**config.mk**
```make
export PLATFORM = sky130hd
export DESIGN_NAME = inst_buffer
export DESIGN_NICKNAME = d
export VERILOG_FILES = /design/src/rtl/inst_buffer_pkg.sv /design/src/rtl/inst_buffer.sv
export SDC_FILE = /design/constraint.sdc
export NUM_CORES = 1
export LEC_CHECK = 0
export ABC_AREA = 1
export BUFFER_PORTS_ARGS = -buffer_cell sky130_fd_sc_hd__buf_2
export CELL_PAD_IN_SITES_DETAIL_PLACEMENT = 1
export CELL_PAD_IN_SITES_GLOBAL_PLACEMENT = 1
export CORE_UTILIZATION = 54
export CTS_BUF_LIST = sky130_fd_sc_hd__clkbuf_16
export CTS_CLUSTER_SIZE = 10
export DETAILED_ROUTE_END_ITERATION = 10
export PLACE_DENSITY = 0.94
export SYNTH_ARGS = -nofsm -noshare
export SYNTH_HDL_FRONTEND = slang
export SYNTH_SLANG_ARGS = --single-unit
```
**constraint.sdc**
```tcl
create_clock -name clock -period 12.3 [get_ports clock]
set_clock_uncertainty 0.05 [all_clocks]
set_input_delay 1.23 -clock clock [delete_from_list [all_inputs] [get_ports clock]]
set_output_delay 1.23 -clock clock [all_outputs]
set_load 0.005 [all_outputs]
```
**src/rtl/inst_buffer_pkg.sv**
```systemverilog
// rtl/inst_buffer_pkg.sv - shared fetch/dispatch packet type, NOP encoding and buffer depth
package inst_buffer_pkg;

    // Canonical no-op (addi x0, x0, 0) presented when nothing useful is available
    localparam logic [31:0] NOP = 32'h0000_0013;

    // Default instruction buffer depth; must be a power of two and at least 4
    localparam int IB_DEPTH = 8;

    // Packet handed from fetch to the instruction buffer and on to dispatch
    typedef struct packed {
        logic [31:0] inst;
        logic [31:0] pc;
        logic [31:0] npc;
        logic        valid;
    } IF_IB_PACKET;

endpackage

```
**src/rtl/inst_buffer.sv**
```systemverilog
// rtl/inst_buffer.sv - circular instruction FIFO between fetch and dispatch
module inst_buffer
    import inst_buffer_pkg::*;
#(
    parameter int DEPTH = IB_DEPTH
) (
    input  logic                         clock,
    input  logic                         reset,
    input  IF_IB_PACKET                  if_ib_packet,
    input  logic                         squash,
    input  logic                         dp_pop,
    output logic                         ib_full,
    output logic                         ib_empty,
    output logic [$clog2(DEPTH+1)-1:0]   ib_count,
    output IF_IB_PACKET                  ib_dp_packet,
    output logic                         ib_overflow
);

    localparam int PTR_W = $clog2(DEPTH);
    localparam int CNT_W = $clog2(DEPTH+1);

    localparam logic [CNT_W-1:0] CNT_FULL   = CNT_W'(DEPTH);
    // One slot is kept back for the packet fetch already has in flight
    localparam logic [CNT_W-1:0] CNT_THRESH = CNT_W'(DEPTH - 1);
    localparam logic [CNT_W-1:0] CNT_ONE    = CNT_W'(1);
    localparam logic [PTR_W-1:0] PTR_ONE    = PTR_W'(1);

    IF_IB_PACKET         entries [DEPTH];
    logic [PTR_W-1:0]    head;
    logic [PTR_W-1:0]    tail;
    logic [CNT_W-1:0]    count;
    logic                squash_d;
    logic                overflow;

    logic                push_req;
    logic                push;
    logic                pop;

    // Decide this cycle's push/pop; the squash and the wrong-path packet after it never enter
    always_comb begin
        push_req = if_ib_packet.valid && !squash && !squash_d;
        pop      = dp_pop && (count != '0) && !squash;
        push     = push_req && ((count < CNT_FULL) || pop);
    end

    // Entry storage; contents need no reset since count gates visibility
    always_ff @(posedge clock) begin
        if (push) begin
            entries[tail] <= if_ib_packet;
        end
    end

    // Pointers, occupancy and flags
    always_ff @(posedge clock or negedge reset) begin
        if (!reset) begin
            head     <= '0;
            tail     <= '0;
            count    <= '0;
            squash_d <= 1'b0;
            overflow <= 1'b0;
        end else begin
            squash_d <= squash;
            if (push_req && !push) begin
                overflow <= 1'b1;
            end
            if (squash) begin
                head  <= '0;
                tail  <= '0;
                count <= '0;
            end else begin
                if (push) begin
                    tail <= tail + PTR_ONE;
                end
                if (pop) begin
                    head <= head + PTR_ONE;
                end
                case ({push, pop})
                    2'b10:   count <= count + CNT_ONE;
                    2'b01:   count <= count - CNT_ONE;
                    default: count <= count;
                endcase
            end
        end
    end

    // Status outputs derived from the registered occupancy
    always_comb begin
        ib_full     = (count >= CNT_THRESH);
        ib_empty    = (count == '0);
        ib_count    = count;
        ib_overflow = overflow;
    end

    // Head presentation: stored packet marked valid, or an invalid NOP when empty
    always_comb begin
        ib_dp_packet      = '0;
        ib_dp_packet.inst = NOP;
        if (count != '0) begin
            ib_dp_packet       = entries[head];
            ib_dp_packet.valid = 1'b1;
        end
    end

endmodule

```
==> key figures, run 1 <==
Outcome
  • Status: completed

Synth
  • Area contributors post-synth: edfxtp_1 76%, o21ai_0 7.2%, nor2_1 7.1%, o22ai_1 3.8%, clkbuf_1 1.3%
  • Post-synthesis sequential area ratio: 77.2%
  • FF+latch count, synth: 780
  • Post-Synthesis Cells: 2267
  • Most frequent cells after synthesis: 768 x edfxtp_1, 569 x nor2_1, 435 x o21ai_0
  • Largest area contributor in the synthesized netlist: edfxtp_1
  • Synth cell types: 30
  • Synthesized area: 30300 um2
  • Most instantiated library cell after synthesis: edfxtp_1
  • EDFF count, synth: 768
  • Ys Warns: 0
  • Ys flop type: edfxtp_1
  • Syn Area/Cell: 13.4 um2
  • Fraction of registers with async set/reset: 1.54%
  • Syn Nets: 2372
  • Yosys top cell area share: 76.2%

Clock tree
  • # hold bufs at CTS: 0
  • CTS Buffer Depth: 3
  • Postcts setup bufs: 0
  • Root buf cell: clkbuf_16
  • H-Tree Depth: 3
  • Cts repair resizes: 0
  • CTS tree: done
  • Clock insertion delay at the later pin of the skew report: 0.64 ns
  • Total CTS buffers: 89
  • CTS sink count: 780
  • CTS clk-pin slew, worst paths: 0.06 ns

Power and ir drop
  • Sw Share: 27.4%
  • P_sw: 1.70 mW
  • Clock power share: 37.3%
  • Peak VDD IR: 0.112 mV
  • Leakage: 11.8 nW
  • Pwr Density: 181 nW/um2
  • Part of the power in registers: 47.8%
  • Cell internal pwr: 4.52 mW
  • Comb pwr share: 14.9%

Cells and area
  • Area of the multi-input gates: 6230 um2
  • Layout area overhead: 13.3%
  • Fillers: 5320
  • Fin nets: 2534
  • Reg area: 23400 um2
  • Fraction of layout cells with a size suffix above 1: 14.2%
  • Post-Route Utilization: 62.1%
  • Fin cells: 3222

Critical path
  • Most frequent cell on the critical path: nor2_1
  • Critical Path Start Type: flip-flop
  • CP Capture Type: output pin
  • Capture point of the worst reg-to-reg path: entries[5][58]
  • Family with the most delay on the worst path: buffers and inverters
  • Worst R2R Setup Slack: 7.99 ns
  • R2r startpoint: ib_count[3]
  • Data arrival time of the critical path: 4.72 ns
  • Cells along the critical path: clkinv_8, buf_4, o21ai_0, o22ai_1, nor2_1, nor2_1, buf_2
  • CP max-delay cell: buf_4
  • Max stage delay on crit path: 1.07 ns
  • CP required: 11.02 ns
  • Crit-path max FO: 265
  • Setup Crit Path Kind: reg2out
  • FF-to-FF path depth: 8
  • WP buf/inv: 3

Placed design
  • RePlAce Congestion: 0.786
  • I/O Buffers: 204
  • Cells after DPL: 3086
  • Dpl hpwl: 49200 um

GRT
  • Total GRT Usage: 32.8%
  • Number of global-route vias before repair: 22487
  • First-pass GRT wire length: 138000 um
  • Initial antenna violation count: 12
  • Gr ovfl total: 0
  • Largest net degree at the start of global routing: 266

STA
  • Period utilization: 48.8%
  • Slew at the pin with the worst max-slew slack: 1.30 ns
  • Post-layout min period: 6.00 ns
  • Post-route setup TNS: 0 ns
  • RSZ-0062 raised after global routing: false
  • Peak Freq: 167 MHz
  • Max Slew Vio Count: 0
  • Final hold vios: 0
  • Worst slew margin: 13.3%
  • Final setup viols: 0

Floorplan
  • Initial Util: 54.8%
  • Core outline area: 55200 um2
  • Die width: 239 um
  • Die Ht: 239 um
  • Die area: 57000 um2
  • IO Count: 205
  • Site Rows: 86

Detailed routing
  • Routed Antenna Nets: 0
  • Routed len/inst: 29.0 um
  • DRT iter0 DRCs: 2334
  • Total iterations of the first detailed-routing run: 7
  • Via count: 20860
  • Final wirelength: 93500 um
  • DRC: 0
  • Via-per-instance ratio: 6.47

Job
  • Max Cap Violations: 0

Worst hold path
  • HP Class: in2async
## power by group through the flow
stage	clock, mW	sequential, mW	combinational [mW]
2_1_floorplan	0	3.01	0.525
3_3_place_gp	0	3.02	0.810
3_5_place_dp	0	3.03	0.882
4_1_cts	2.34	2.97	0.915
5_1_grt	2.42	2.98	0.994
6_report	2.32	2.97	0.926
## cells in the final DEF, fill, tap and decap left out, types with 3 or more instances in the layout
cell	count
nand2_1	35
a221o_1	6
xor2_1	3
ha_1	4
dfrtp_1	9
dfrtp_4	3
o21ai_0	435
o22ai_1	186
edfxtp_1	768
a21oi_1	15
nor2_4	8
buf_2	204
inv_1	42
nand3_1	7
o21ai_1	38
buf_4	26
nor2_1	561
clkbuf_16	91
diode_2	9
inv_6	3
## registers in the layout (all words and copies together) (netlist names)
signal,flops
head,3
entries,768
ib_count,4
ib_overflow,1
tail,3
squash_d,1
## worst reg2reg max path, stage by stage (launching register included)
cell	delay (ns)
dfrtp_1	0.53
nor2_2	0.08
nand2_4	0.33
nand3_4	0.18
a21boi_4	0.24
nand2_1	0.30
nor2_4	0.79
buf_4	0.56
buf_4	0.82
## per-stage QoR
step	power, mW	worst slack [ns]	hold slack, ns	instance area [um2]
2_1_floorplan	3.53	5.88	0.416	30300
3_3_place_gp	3.83	7.29	0.402	31800
3_5_place_dp	3.91	7.11	0.417	31800
4_1_cts	6.23	6.45	0.416	34300
5_1_grt	6.39	6.16	0.438	34300
6_report	6.22	6.30	0.424	34300
## cells by family (layout without fill, tap and decap cells)
group | Yosys count | after routing | synth area share (%)
compound gates | 686 | 686 | 12.3
xor+xnor | 3 | 3 | 0.0868
fa+ha+maj | 4 | 4 | 0.165
buf+inv | 176 | 374 | 2.45
flops | 780 | 780 | 77.2
other cells | 0 | 9 | 0
simple gates | 618 | 618 | 7.81
## how the worst max path moves through the flow
stage	startpoint	depth (start not counted)	end
after floorplan	squash	5	entries[0][10]
after global placement	head[0]	7	ib_dp_packet[1]
after detailed placement	head[0]	7	ib_dp_packet[1]
after CTS	head[0]	7	ib_dp_packet[92]
after global routing	head[0]	7	ib_dp_packet[94]
final	head[0]	7	ib_dp_packet[94]
## cell type report
type / instances / area share (%)
diodes: 9 / 0.0657
clock buffers: 91 / 6.64
clock inverters: 36 / 0.445
inverters: 17 / 0.237
multi-input cells: 1311 / 18.2
flip-flops and latches: 780 / 68.2
well taps: 748 / 2.73
repair buffers: 230 / 3.55
## routing by layer
layer	vias to the layer above	share of wire (%)	GRT usage [%]
li1	8715	-	-
met3	267	8.2	4.79
met5	-	0.041	0
met1	10553	36	39.6
met4	6	4.2	17.4
met2	1319	52	57.1
Power figures use the tool's default switching activity.
==> run 2, diff against run 1 <==
--- a/config.mk
+++ b/config.mk
@@ -5,15 +5,15 @@
 export SDC_FILE = /design/constraint.sdc
 export NUM_CORES = 1
 export LEC_CHECK = 0
-export ABC_AREA = 1
+export ABC_AREA = 0
 export BUFFER_PORTS_ARGS = -buffer_cell sky130_fd_sc_hd__buf_2
 export CELL_PAD_IN_SITES_DETAIL_PLACEMENT = 1
 export CELL_PAD_IN_SITES_GLOBAL_PLACEMENT = 1
-export CORE_UTILIZATION = 54
+export CORE_UTILIZATION = 53
 export CTS_BUF_LIST = sky130_fd_sc_hd__clkbuf_16
 export CTS_CLUSTER_SIZE = 10
 export DETAILED_ROUTE_END_ITERATION = 10
-export PLACE_DENSITY = 0.94
+export PLACE_DENSITY = 0.88
 export SYNTH_ARGS = -nofsm -noshare
 export SYNTH_HDL_FRONTEND = slang
 export SYNTH_SLANG_ARGS = --single-unit
==> constraint.sdc (replaced) <==
create_clock -name clock -period 5.9 [get_ports clock]
set_clock_uncertainty 0.05 [all_clocks]
set_input_delay 0.59 -clock clock [delete_from_list [all_inputs] [get_ports clock]]
set_output_delay 0.59 -clock clock [all_outputs]
set_load 0.005 [all_outputs]
==> run 2 against run 1 <==
Non-clock buffer count down 1. Routed wire length down 30%. Die area up 0.15%. Hold slack worse by 0.24 ns. Cell area about the same. Sequential share of layout area up 0.052 points. Critical path type unchanged. Largest cell class unchanged. Sequential cell count unchanged. Register-to-register slack worse by 5.4 ns. Sequential power up 110%. Global-route usage down 9.4 points.
==> key figures, run 2 <==
Synth
  • Ys flop type: edfxtp_1 (unchanged)
  • Syn Nets: 1403 (was 2372)
  • FF+latch count, synth: 780 (unchanged)
  • Fraction of registers with async set/reset: 1.54% (unchanged)
  • Yosys top cell area share: 77.5% (was 76.2%)
  • EDFF count, synth: 768 (unchanged)
  • Post-Synthesis Cells: 1298 (was 2267)
  • Syn Area/Cell: 22.9 um2 (was 13.4 um2)
  • Most frequent cells after synthesis: 768 x edfxtp_1, 192 x mux4_2, 106 x nor2_1 (was 768 x edfxtp_1, 569 x nor2_1, 435 x o21ai_0)
  • Ys Warns: 0 (unchanged)
  • Area contributors post-synth: edfxtp_1 78%, mux4_2 15%, mux2i_1 3.3%, nor2_1 1.3%, dfrtp_1 1.0% (was edfxtp_1 76%, o21ai_0 7.2%, nor2_1 7.1%, o22ai_1 3.8%, clkbuf_1 1.3%)
  • Synth cell types: 35 (was 30)
  • Largest area contributor in the synthesized netlist: edfxtp_1 (unchanged)
  • Most instantiated library cell after synthesis: edfxtp_1 (unchanged)
  • Post-synthesis sequential area ratio: 78.5% (was 77.2%)
  • Synthesized area: 29800 um2 (was 30300 um2)

Floorplan
  • Die width: 239 um (about the same)
  • Initial Util: 53.8% (was 54.8%)
  • Site Rows: 86 (unchanged)
  • Die Ht: 239 um (about the same)
  • IO Count: 205 (unchanged)
  • Die area: 57100 um2 (was 57000 um2)
  • Core outline area: 55300 um2 (was 55200 um2)

Job
  • Max Cap Violations: 0 (unchanged)

Critical path
  • CP required: 5.26 ns (was 11.02 ns)
  • CP max-delay cell: or4_1 (was buf_4)
  • Max stage delay on crit path: 0.75 ns (was 1.07 ns)
  • Setup Crit Path Kind: reg2out (unchanged)
  • Data arrival time of the critical path: 3.54 ns (was 4.72 ns)
  • Capture point of the worst reg-to-reg path: ib_count[3] (was entries[5][58])
  • CP Capture Type: output pin (unchanged)
  • Crit-path max FO: 50 (was 265)
  • Family with the most delay on the worst path: buffers and inverters (unchanged)
  • Worst R2R Setup Slack: 2.61 ns (was 7.99 ns)
  • Critical Path Start Type: flip-flop (unchanged)
  • WP buf/inv: 3 (unchanged)
  • R2r startpoint: ib_count[1] (was ib_count[3])
  • Cells along the critical path: or4_1, clkinv_2, buf_4, nor2_1, buf_2 (was clkinv_8, buf_4, o21ai_0, o22ai_1, nor2_1, nor2_1, buf_2)
  • FF-to-FF path depth: 6 (was 8)

Clock tree
  • H-Tree Depth: 3 (unchanged)
  • Root buf cell: clkbuf_16 (unchanged)
  • CTS tree: done (unchanged)
  • CTS sink count: 780 (unchanged)
  • Clock insertion delay at the later pin of the skew report: 0.61 ns (was 0.64 ns)
  • CTS clk-pin slew, worst paths: 0.05 ns (was 0.06 ns)
  • CTS Buffer Depth: 3 (unchanged)
  • Total CTS buffers: 89 (unchanged)
  • Cts repair resizes: 0 (unchanged)

Detailed routing
  • DRC: 0 (unchanged)
  • Routed Antenna Nets: 0 (unchanged)
  • Via count: 13796 (was 20860)
  • DRT iter0 DRCs: 968 (was 2334)
  • Via-per-instance ratio: 5.90 (was 6.47)
  • Final wirelength: 65000 um (was 93500 um)
  • Total iterations of the first detailed-routing run: 5 (was 7)
  • Routed len/inst: 27.8 um (was 29.0 um)

Worst hold path
  • HP Class: in2reg (was in2async)
  • Worst hold path depth: 1
  • Hold path start: if_ib_packet[68]
  • WHS Endpoint: entries[5][68]

Cells and area
  • Most frequent cells in the layout: 768 x edfxtp_1, 204 x buf_2, 192 x mux4_2 (was 768 x edfxtp_1, 561 x nor2_1, 435 x o21ai_0)
  • Most common cell after layout, fill and taps aside: edfxtp_1 (unchanged)
  • Fillers: 4619 (was 5320)
  • Fraction of layout cells with a size suffix above 1: 33.8% (was 14.2%)
  • Fin nets: 1655 (was 2534)
  • Fin area: 34300 um2 (about the same)
  • Top reg by flops: entries (unchanged)
  • Post-Route Utilization: 61.9% (was 62.1%)
  • Max reg flops: 768 (unchanged)
  • Layout area overhead: 15.2% (was 13.3%)

GRT
  • GRT busiest layer: met2 (unchanged)
  • Grt met1 use: 30.5% (was 39.6%)
  • Routing usage on met3: 5.24% (was 4.79%)
  • Total GRT Usage: 23.4% (was 32.8%)
  • Gr ovfl total: 0 (unchanged)
  • Initial antenna violation count: 16 (was 12)
  • Number of global-route vias before repair: 15243 (was 22487)
  • Met2 usage: 39.6% (was 57.1%)
  • Largest net degree at the start of global routing: 97 (was 266)
  • First-pass GRT wire length: 96300 um (was 138000 um)

Placed design
  • Dpl ws: 2.32 ns (was 7.11 ns)
  • Placed inst area: 31800 um2 (about the same)
  • Dpl hpwl: 36700 um (was 49200 um)
  • RePlAce Congestion: 0.734 (was 0.786)
  • I/O Buffers: 204 (unchanged)

STA
  • Final setup viols: 0 (unchanged)
  • Period utilization: 70.9%
  • RSZ-0062 raised after global routing: false (unchanged)
  • Max Slew Vio Count: 0 (unchanged)
  • Worst slew margin: 16.8% (was 13.3%)
  • Post-layout min period: 4.18 ns
  • Final hold vios: 0 (unchanged)
  • Post-route setup TNS: 0 ns (unchanged)
  • Post-route setup slack: 1.72 ns (was 6.30 ns)
  • Slew at the pin with the worst max-slew slack: 1.24 ns (was 1.30 ns)
  • Peak Freq: 239 MHz

Outcome
  • Status: completed (unchanged)

Power and ir drop
  • Pwr Density: 364 nW/um2 (was 181 nW/um2)
  • Leakage: 11.0 nW (was 11.8 nW)
  • Sw Share: 22.5% (was 27.4%)
  • Comb pwr share: 12.2% (was 14.9%)
  • Cell internal pwr: 9.67 mW (was 4.52 mW)
  • P_sw: 2.81 mW (was 1.70 mW)
  • Clock power share: 38.3% (was 37.3%)
  • Peak VDD IR: 0.222 mV (was 0.112 mV)
  • Part of the power in registers: 49.6% (was 47.8%)
==> run 2: area by class of cell <==
| class | instances | area, um2 | share of cell area, % |
|---|---|---|---|
| clock inverters | 30 | 150 | 0.438 |
| repair buffers | 229 | 1300 | 3.79 |
| diodes | 8 | 20.0 | 0.0584 |
| clock buffers | 93 | 2330 | 6.79 |
| multi-input cells | 449 | 6150 | 18.0 |
| well taps | 748 | 936 | 2.73 |
| inverters | 1 | 5.00 | 0.0146 |
| flip-flops and latches | 780 | 23400 | 68.2 |
==> run 2: repair_timing <==
item                                    4_1_cts  5_1_grt
endpoints found under the setup margin        0        0
hold buffers                                  1        0
hold endpoints to repair                     12        0
buffers inserted                              0        0
==> run 2: worst register-to-register path, cell delays in order (launching register included) <==
cell and delay [ns]:
dfrtp_1 0.49, or4_1 0.75, clkinv_2 0.74, buf_4 0.59, nor3_1 0.13, a41o_1 0.24, a211oi_2 0.23
==> run 2: cell families (layout without fill, tap and decap cells) <==
kind of cell             count (synthesis)  count (layout)  share of synthesized area, %
flip-flops                             780             780                          78.5
multiplexers                           291             291                          17.9
AND/OR/NAND/NOR                        136             136                          1.89
buffers and inverters                   69             353                          1.03
AO/OA/AOI/OAI                           13              13                         0.378
XOR/XNOR                                 5               5                         0.147
adder cells (fa/ha/maj)                  4               4                         0.168
other                                    0               8                             0
==> run 2: through the flow <==
stage	cells	power (mW)	hold WS, ns
2_1_floorplan	1298	7.29	0.244
3_3_place_gp	2206	7.79	0.430
3_5_place_dp	2206	7.85	0.446
4_1_cts	2330	12.6	0.148
5_1_grt	2335	12.9	0.171
6_report	2338	12.5	0.182
==> run 2: worst max path at each step <==
stage,endpoint,depth (start not counted),from
floorplan,entries[2][10],5,if_ib_packet[0]
global placement,ib_dp_packet[39],5,ib_count[1]
detailed placement,ib_dp_packet[26],5,ib_count[1]
CTS,ib_dp_packet[26],5,ib_count[1]
global route,ib_dp_packet[26],5,ib_count[1]
finish,ib_dp_packet[26],5,ib_count[1]
==> run 2: metal layers <==
layer	wire (um)	up-vias
met2	33700	403
met1	26400	7335
met5	110	-
li1	-	5925
met3	3520	115
met4	1260	18
==> run 2: power groups by stage <==
stage	combinational, mW	clock (mW)	sequential (mW)
after floorplan	1.03	0	6.26
after global placement	1.50	0	6.29
after detailed placement	1.55	0	6.30
after CTS	1.56	4.88	6.19
after global routing	1.65	5.05	6.19
final	1.52	4.78	6.19
